**src/rtl/reverb_param_ctrl.sv**
```systemverilog
// reverb_param_ctrl
// -----------------
// Configuration sequencer for the Schroeder reverberator datapath
// (4 comb + 2 all-pass + wet gain). The host writes six tau values and
// seven gain values into shadow registers. A commit applies the whole set
// atomically on a sample boundary. After that the gains ramp toward their
// new targets once per sample, which avoids zipper noise.
//
// Ports
//   clk         system clock
//   rstn        asynchronous active-low reset
//   sample_tick one-clk strobe per audio sample, synchronous to clk
//   wr_valid    host write request
//   wr_ready    write accepted when wr_valid && wr_ready (low only in APPLY)
//   wr_addr     0-5 = tau[0..5], 6-12 = gain[0..6], >12 = address error
//   wr_data     signed fixed-point value (WORD = WIDTH+FRAC bits)
//   commit      one-clk pulse: apply the shadow set
//   tau         per-filter delay to the datapath, signed fixed-point samples
//   gain        per-filter gain to the datapath, signed fixed-point
//   busy        high outside IDLE or while a commit is pending
//   clamp       one-clk pulse one cycle after a write that was clamped
//   addr_err    one-clk pulse one cycle after a write to an address > 12

`ifndef FIXED_POINT
`define FIXED_POINT 8
`endif
`ifndef MAX_FILTER_FIFO_LENGTH
`define MAX_FILTER_FIFO_LENGTH 4096
`endif

module reverb_param_ctrl #(
    parameter int WIDTH      = 24,
    parameter int FRAC       = `FIXED_POINT,
    parameter int MAXDELAY   = `MAX_FILTER_FIFO_LENGTH,
    parameter int RAMP_SHIFT = 4,
    localparam int WORD      = WIDTH + FRAC
) (
    input  logic                   clk,
    input  logic                   rstn,
    input  logic                   sample_tick,
    input  logic                   wr_valid,
    output logic                   wr_ready,
    input  logic [3:0]             wr_addr,
    input  logic signed [WORD-1:0] wr_data,
    input  logic                   commit,
    output logic [0:5][WORD-1:0]   tau,
    output logic [0:6][WORD-1:0]   gain,
    output logic                   busy,
    output logic                   clamp,
    output logic                   addr_err
);

    localparam int ONE = 1 << FRAC;

    // Tau limits: 1 sample up to MAXDELAY-1 samples, as integer parts and
    // as full fixed-point words.
    localparam logic signed [WORD-1:0] TAU_INT_MIN = WORD'(1);
    localparam logic signed [WORD-1:0] TAU_INT_MAX = WORD'(MAXDELAY - 1);
    localparam logic signed [WORD-1:0] TAU_MIN     = WORD'(ONE);
    localparam logic signed [WORD-1:0] TAU_MAX     = WORD'((MAXDELAY - 1) << FRAC);

    // Gain is kept strictly inside (-1.0, +1.0) so the feedback loops stay stable.
    localparam logic signed [WORD-1:0] GAIN_MAX = WORD'(ONE - 1);
    localparam logic signed [WORD-1:0] GAIN_MIN = WORD'(-(ONE - 1));

    typedef enum logic [1:0] {
        IDLE,
        WAIT_TICK,
        APPLY,
        RAMP
    } state_t;

    state_t state, state_d;
    logic   pending, pending_d;

    logic signed [WORD-1:0] shadow_tau  [0:5];
    logic signed [WORD-1:0] shadow_gain [0:6];
    logic signed [WORD-1:0] target_gain [0:6];

    logic                   accept;
    logic signed [WORD-1:0] wr_int;
    logic signed [WORD-1:0] wr_value;
    logic                   wr_clamped;

    logic signed [WORD:0]   diff     [0:6];
    logic signed [WORD:0]   step     [0:6];
    logic signed [WORD-1:0] ramp_val [0:6];
    logic                   all_equal;

    // Writes are blocked only while APPLY copies the shadow set, so a host
    // write and the atomic copy can never land in the same cycle.
    assign wr_ready = (state != APPLY);
    assign accept   = wr_valid && wr_ready;
    assign busy     = (state != IDLE) || pending;

    // Range-limit the incoming value according to the register it targets.
    // Tau is judged on its integer part only; the fraction is kept when in range.
    always_comb begin
        wr_int     = wr_data >>> FRAC;
        wr_value   = wr_data;
        wr_clamped = 1'b0;
        if (wr_addr <= 4'd5) begin
            if (wr_int < TAU_INT_MIN) begin
                wr_value   = TAU_MIN;
                wr_clamped = 1'b1;
            end else if (wr_int > TAU_INT_MAX) begin
                wr_value   = TAU_MAX;
                wr_clamped = 1'b1;
            end
        end else if (wr_addr <= 4'd12) begin
            if (wr_data > GAIN_MAX) begin
                wr_value   = GAIN_MAX;
                wr_clamped = 1'b1;
            end else if (wr_data < GAIN_MIN) begin
                wr_value   = GAIN_MIN;
                wr_clamped = 1'b1;
            end
        end
    end

    // Gain smoothing. The difference is formed one bit wider so that a full
    // swing between the gain limits cannot overflow. A zero step means the
    // remaining gap is below one smoothing increment, so snap to the target.
    // Adding the truncated step is exact because the result always lies
    // between the current gain and the target.
    always_comb begin
        all_equal = 1'b1;
        for (int i = 0; i < 7; i++) begin
            diff[i] = {target_gain[i][WORD-1], target_gain[i]} - {gain[i][WORD-1], gain[i]};
            step[i] = diff[i] >>> RAMP_SHIFT;
            if (step[i] == '0) begin
                ramp_val[i] = target_gain[i];
            end else begin
                ramp_val[i] = gain[i] + step[i][WORD-1:0];
            end
            if (gain[i] != target_gain[i]) begin
                all_equal = 1'b0;
            end
        end
    end

    // Next-state logic. A commit arriving while the sequencer is busy is
    // remembered in 'pending' (several collapse into one) and served when
    // the current ramp completes. Entering WAIT_TICK consumes it.
    always_comb begin
        state_d   = state;
        pending_d = pending;
        case (state)
            IDLE: begin
                if (commit || pending) begin
                    state_d = WAIT_TICK;
                end
            end
            WAIT_TICK: begin
                if (sample_tick) begin
                    state_d = APPLY;
                end
            end
            APPLY: begin
                state_d = RAMP;
            end
            RAMP: begin
                if (all_equal) begin
                    state_d = (pending || commit) ? WAIT_TICK : IDLE;
                end
            end
            default: begin
                state_d = IDLE;
            end
        endcase
        if (commit && (state != IDLE)) begin
            pending_d = 1'b1;
        end
        if ((state_d == WAIT_TICK) && (state != WAIT_TICK)) begin
            pending_d = 1'b0;
        end
    end

    // State register.
    always_ff @(posedge clk or negedge rstn) begin
        if (!rstn) begin
            state   <= IDLE;
            pending <= 1'b0;
        end else begin
            state   <= state_d;
            pending <= pending_d;
        end
    end

    // Host write path into the shadow set, plus the status pulses, which
    // appear in the cycle after the accepting edge.
    always_ff @(posedge clk or negedge rstn) begin
        if (!rstn) begin
            for (int i = 0; i < 6; i++) begin
                shadow_tau[i] <= TAU_MIN;
            end
            for (int i = 0; i < 7; i++) begin
                shadow_gain[i] <= '0;
            end
            clamp    <= 1'b0;
            addr_err <= 1'b0;
        end else begin
            clamp    <= accept && wr_clamped;
            addr_err <= accept && (wr_addr > 4'd12);
            for (int i = 0; i < 6; i++) begin
                if (accept && (wr_addr == 4'(i))) begin
                    shadow_tau[i] <= wr_value;
                end
            end
            for (int i = 0; i < 7; i++) begin
                if (accept && (wr_addr == 4'(i + 6))) begin
                    shadow_gain[i] <= wr_value;
                end
            end
        end
    end

    // Datapath-facing registers. Tau steps to its new value in APPLY, while
    // gains only move on sample ticks during RAMP; otherwise both hold.
    always_ff @(posedge clk or negedge rstn) begin
        if (!rstn) begin
            for (int i = 0; i < 6; i++) begin
                tau[i] <= TAU_MIN;
            end
            for (int i = 0; i < 7; i++) begin
                target_gain[i] <= '0;
                gain[i]        <= '0;
            end
        end else if (state == APPLY) begin
            for (int i = 0; i < 6; i++) begin
                tau[i] <= shadow_tau[i];
            end
            for (int i = 0; i < 7; i++) begin
                target_gain[i] <= shadow_gain[i];
            end
        end else if ((state == RAMP) && sample_tick) begin
            for (int i = 0; i < 7; i++) begin
                gain[i] <= ramp_val[i];
            end
        end
    end

endmodule

```
**config.mk**
```make
export PLATFORM = sky130hd
export DESIGN_NAME = reverb_param_ctrl
export DESIGN_NICKNAME = d
export VERILOG_FILES = /design/src/rtl/reverb_param_ctrl.sv
export SDC_FILE = /design/constraint.sdc
export NUM_CORES = 2
export LEC_CHECK = 0
export ABC_AREA = 0
export CAP_MARGIN = 15
export CORE_MARGIN = 8
export CORE_UTILIZATION = 60
export CTS_CLUSTER_SIZE = 8
export DETAILED_ROUTE_END_ITERATION = 7
export HOLD_SLACK_MARGIN = 0.03
export PLACE_DENSITY = 0.78
export SLEW_MARGIN = 10
export SYNTH_ARGS = -nofsm -noshare
export SYNTH_HDL_FRONTEND = slang
export SYNTH_SLANG_ARGS = --single-unit
export TNS_END_PERCENT = 20
```
**constraint.sdc**
```tcl
create_clock -name clk -period 14.7 [get_ports clk]
set_input_delay 2.94 -clock clk [delete_from_list [all_inputs] [get_ports clk]]
set_output_delay 2.94 -clock clk [all_outputs]
set_load 0.05 [all_outputs]
```
# Word-level counts from Yosys, hierarchy flattened
# Cells that the tools add are included.
op_classes:
  bitwise: 1
  add_sub_neg: 14
  n_mux: 33
  eq_ne: 25
  magnitude_cmp: 7
  reduce_logical: 33
op_table:
  columns: ["operator", "n"]
  rows:
  - ["32-bit 2-to-1 mux", 13]
  - ["33-bit logical NOT", 7]
  - ["32-bit by 32-bit subtractor with 33-bit output", 7]
  - ["32-bit adder", 7]
  - ["32-bit != test", 7]
  - ["32-bit by 9-bit > comparator with 1-bit output (second input constant)", 1]
  - ["32-bit by 9-bit less-than comparator with 1-bit output (second input constant)", 1]
  - ["24-bit by 13-bit > comparator with 1-bit output (second input constant)", 1]
  - ["24-bit by 2-bit less-than comparator with 1-bit output (second input constant)", 1]
  - ["4-bit equality test (second input constant)", 5]
  - ["1-bit logical AND", 19]
  - ["4-bit by 3-bit equality test with 1-bit output (second input constant)", 4]
  - ["1-bit 2-to-1 mux", 16]
  - ["4-bit by 2-bit equality test with 1-bit output (second input constant)", 2]
  - ["2-bit one-hot mux with 4 select lines", 1]
  - ["2-bit 2-to-1 mux", 3]
  - ["2-bit by 1-bit equality test with 1-bit output (second input constant)", 2]
  - ["2-bit equality test (second input constant)", 2]
  - ["4-bit by 1-bit equality test with 1-bit output (second input constant)", 1]
  - ["4-bit > comparator (second input constant)", 1]
  - ["4-bit by 3-bit less-or-equal comparator with 1-bit output (second input constant)", 1]
  - ["4-bit less-or-equal comparator (second input constant)", 1]
  - ["4-bit logical NOT", 1]
  - ["2-bit nonzero test", 2]
  - ["6 further kinds", 7]
word_totals:
  out_inout_bits: 420
  reg_bits: 1061
  input_bits: 41

# Depth between registers and ports, before layout
depth:
  word_depth: 13
  depth_mapped: 25
  depth_no_buf: 24

# Worst setup path before layout
# Ideal clock, no wire load.
synth_timing:
  kind: "register to register"
  from: "register gain[133] in the netlist's numbering"
  to: "register gain[159] in the netlist's numbering"
  setup_slack_ps: 8930
  path_stages_with_launch: 24
  t_arrival_ps: 5639
  path_cell_list: "dfrtp_1 -> inv_1 -> ha_1 -> clkbuf_1 -> a21oi_1 -> nor3b_1 -> a21oi_1 -> a211o_1 -> a31oi_1 -> o21bai_1 -> xor2_1 -> ha_1 -> nand2_1 -> o21ai_0 -> a2111oi_0 -> o31ai_1 -> a31oi_1 -> o31ai_1 -> a41oi_1 -> a211o_1 -> and3_1 -> a311oi_1 -> nor4b_1 -> or3_1"
synth_via:
  elab_chain_len: 3
  elab_cells_between_ends: 4
  cone_classes: "2 x add/sub; 1 x mux; 1 x reduce/logical"
synth_lines:
  columns: ["element", "line_no", "source"]
  rows:
  - ["start, declared", "47", "output logic [0:6][WORD-1:0] gain,"]
  - ["start signal, assigned by index", "238", "gain[i] <= ramp_val[i];"]
  - ["32-bit by 32-bit subtractor with 33-bit output", "129", "diff[i] = {target_gain[i][WORD-1], target_gain[i]} - {gain[i][WORD-1], gain[i]};"]
  - ["32-bit adder or 33-bit logical NOT (tied branches)", "134, 131", null]
  - ["32-bit 2-to-1 mux (*)", "131", "if (step[i] == '0) begin"]
# Mark *: on every way between the ends. The rest lies on a longest branch, timed or not.
# A chain may end at the register's enable or synchronous reset.

# Final worst setup path
layout_timing:
  from: "register gain[5] in the netlist's numbering"
  to: "register gain[31] in the netlist's numbering"
# The elaborated chain is that of the path after synthesis.

==> impl_metrics.py <==
metrics = {
    "run_status": {
        "outcome": "completed",
    },
    "floorplan": {
        "io_pins": 461,
        "rows": 119,
        "start_util": 0.604,
        "chipWidth_um": 341,
        "fp.coreArea_sq_um": 105000,
        "die_area_sq_um": 116000,
        "die_y_um": 341,
    },
    "layout": {
        "finalInstanceArea_sq_um": 73600,
        "mostFrequentLayoutCells": "2019 x nand2_1, 1049 x dfrtp_1, 664 x o21ai_0, 459 x clkdlybuf4s50_1, 442 x ha_1",
        "final_cells": 9271,
        "final_common_cell": "nand2_1",
        "finalNetCount": 8321,
        "area_growth_syn_to_layout_pct": 16.1,
        "drive_above_1_share": 0.0417,
    },
    "grt": {
        "grt_pass1_wl_um": 320000,
        "grt_pass1_vias": 54890,
        "grt_max_degree": 244,
        "grt_overflow": 0,
        "track_usage": 0.347,
        "antenna_found_initial": 11,
    },
    "synthesis": {
        "muxShareOfSynthArea": 0.0284,
        "synth-edff-count": 0,
        "synth_flop_cell": "dfrtp_1",
        "ys_seq_area_frac": 0.419,
        "synth_nets": 7974,
        "synth_compound_area_frac": 0.171,
        "synth_area_sq_um": 63400,
        "postSynthAreaPerCell_sq_um": 8.48,
        "yosys.area_share.simple": 0.207,
        "synth_xor_area_frac": 0.0465,
        "synth_cell_types": 88,
        "synth_seq_cells": 1061,
        "synthCells": 7484,
        "yosys_warnings": 0,
        "synthAdderAreaFrac": 0.0894,
        "synthArstFlopShare": 1.00,
        "synth_top_family_by_area": "simple AND/OR/NAND/NOR gates",
    },
    "setup_path": {
        "worst_path_max_delay_cell": "a21oi_1",
        "path_common_cell": "a21oi_1",
        "crit_path_end": "gain[31]$_DFFE_PN0P_",
        "end_kind": "flop",
        "critPathKind": "reg2reg",
        "max_stage_delay_ns": 0.68,
        "path_max_fanout": 10,
        "reg2reg_to": "gain[31]$_DFFE_PN0P_",
        "reg2reg_depth": 23,
        "rrSetupSlack_ns": 8.30,
        "start_kind": "flop",
        "worstPathRequired_ns": 15.38,
        "startpoint": "gain[5]$_DFFE_PN0P_",
        "path_cells": "inv_1 > ha_1 > nand2_1 > a211oi_1 > o211ai_1 > a21oi_1 > a221o_1 > a31oi_1 > nor2_1 > nor2_1 > xnor2_1 > ha_1 > nand3_1 > or4_1 > a21oi_1 > a211o_1 > a41oi_1 > o31ai_1 > o21ai_0 > a21oi_1 > a31oi_1 > or4_1 > o211ai_1",
        "r2r_start": "gain[5]$_DFFE_PN0P_",
        "cp_data_arrival_time_ns": 7.08,
    },
    "sta": {
        "worst_pin_slew_ns": 1.25,
        "final.setup.tns_ns": 0,
        "min_period_ns": 6.40,
        "skew_ns": 0.0488,
        "fmax_ghz": 0.156,
        "relSlewSlack": 0.161,
        "hold_ws_ns": 0.440,
        "post-route-period-util": 0.435,
        "rsz0062_at_grt": "no",
        "hold_violations": 0,
        "drv_slew": 0,
        "finalSetupViolCount": 0,
    },
    "clock_tree": {
        "clock-sinks": 1061,
        "tritoncts": "done",
        "cts_buffer_depth": 3,
        "clkTransAtPathRegs_ns": 0.05,
        "cts_resized": 0,
        "numCtsBuffers": 151,
        "post_cts_buffers": 0,
        "htreeDepth": 4,
        "clk_latency_ns": 0.76,
        "ctsHoldBuffers": 0,
        "cts_root_buffer": "clkbuf_16",
    },
    "power_and_ir_drop": {
        "fin_total_pwr_mw": 18.6,
        "power_density_nw_per_um2": 253,
        "power_leakage_nw": 36.4,
        "vdd.ir_drop.worst_mv": 0.253,
    },
    "placement": {
        "place_area_sq_um": 69300,
        "io_buffers": 460,
        "globalplace.congestion": 0.991,
        "dp.cells": 9067,
        "dp_hpwl_um": 152000,
    },
    "drt": {
        "wl_met1_um": 84000,
        "ant_nets": 0,
        "route.detailed.drc": 0,
        "viasPerCell": 6.08,
        "highest_layer": "met5",
        "vias": 56332,
        "wl_per_cell_um": 22.4,
        "routed_wl_um": 208000,
        "route.met3.wl_um": 17900,
        "wl_met2_um": 94500,
        "drt_first_pass_iters": 7,
        "drt_iter0_markers": 5051,
    },
    "run": {
        "cap_violations": 0,
    },
    "worst_hold_path": {
        "holdCritPathClass": "reg2reg",
    },
}
==> layout make-up <==
class	count	area, sq um
antenna	8	20.0
clock inverter	12	325
timing repair buffer	511	5070
fill	8385	31500
sequential	1061	26600
inverter	339	1280
multi-input combinational	5767	34700
clock buffer	182	3980
tap	1391	1740
==> worst min path at each step <==
stage	from	to	depth (start not counted)
final	shadow_gain[72]$_DFFE_PN0P_	target_gain[72]$_DFFE_PN0P_	2
after global routing	shadow_gain[72]$_DFFE_PN0P_	target_gain[72]$_DFFE_PN0P_	2
after CTS	shadow_gain[72]$_DFFE_PN0P_	target_gain[72]$_DFFE_PN0P_	2
after detailed placement	shadow_tau[183]$_DFFE_PN0P_	tau[183]$_DFFE_PN0P_	2
after global placement	shadow_tau[57]$_DFFE_PN0P_	tau[57]$_DFFE_PN0P_	2
after floorplan	shadow_tau[116]$_DFFE_PN0P_	tau[116]$_DFFE_PN0P_	2
==> kinds of logic (layout without fill, tap and decap cells) <==
kind of cell / count (synthesis) / after routing
simple gates: 3034 / 3034
fa+ha+maj: 449 / 449
compound gates: 1767 / 1767
buf+inv: 656 / 1044
flops: 1061 / 1061
xor+xnor: 337 / 337
other cells: 0 / 8
mux: 180 / 180
==> state kept, by name, summed over array words and instances, names as in the netlist <==
register     flops
addr_err         1
clamp            1
gain           224
pending          1
shadow_gain    224
shadow_tau     192
state            2
target_gain    224
tau            192
==> metal layers <==
layer | global-route usage | vias up
met2 | 0.548 | 2268
met1 | 0.444 | 27122
li1 | - | 26427
met4 | 0.175 | 4
met5 | 0 | -
met3 | 0.0879 | 511
==> Yosys cell counts (114+ instances only) <==
cell type | n | area share
and2_1 | 114 | 0.011
inv_1 | 339 | 0.020
nand2_1 | 2022 | 0.12
dfrtp_1 | 1049 | 0.41
xnor2_1 | 238 | 0.033
a21o_1 | 187 | 0.022
a21oi_1 | 368 | 0.029
ha_1 | 442 | 0.087
mux2i_1 | 178 | 0.028
o21ai_0 | 665 | 0.052
nand3_1 | 118 | 0.0093
clkbuf_1 | 296 | 0.018
nor2_1 | 286 | 0.017
==> metrics by stage <==
| stage | setup WS, ns | utilization |
|---|---|---|
| after CTS | 8.39 | 0.700 |
| after global routing | 7.85 | 0.700 |
| final | 8.30 | 0.701 |
| after detailed placement | 7.90 | 0.659 |
| after global placement | 8.01 | 0.659 |
| after floorplan | 8.93 | - |
==> critical path: cells and delay by family (launching register included) <==
| family | cells | cell delay, ns |
|---|---|---|
| adders and majority gates | 2 | 0.83 |
| DFF | 1 | 0.40 |
| buffers and inverters | 1 | 0.06 |
| and+or+nand+nor | 6 | 1.33 |
| xor gates and xnor gates | 1 | 0.13 |
| AOI/OAI and AO/OA | 13 | 3.58 |
==> power breakdown <==
part / internal [mW] / switching [mW] / total (mW) / leakage, nW
registers: 3.55 / 0.706 / 4.26 / 13.9
clock network: 1.90 / 1.34 / 3.24 / 2.07
logic: 4.48 / 6.67 / 11.1 / 20.4
total: 9.93 / 8.71 / 18.6 / 36.4
Note: power is estimated with default switching activity, not from simulation.
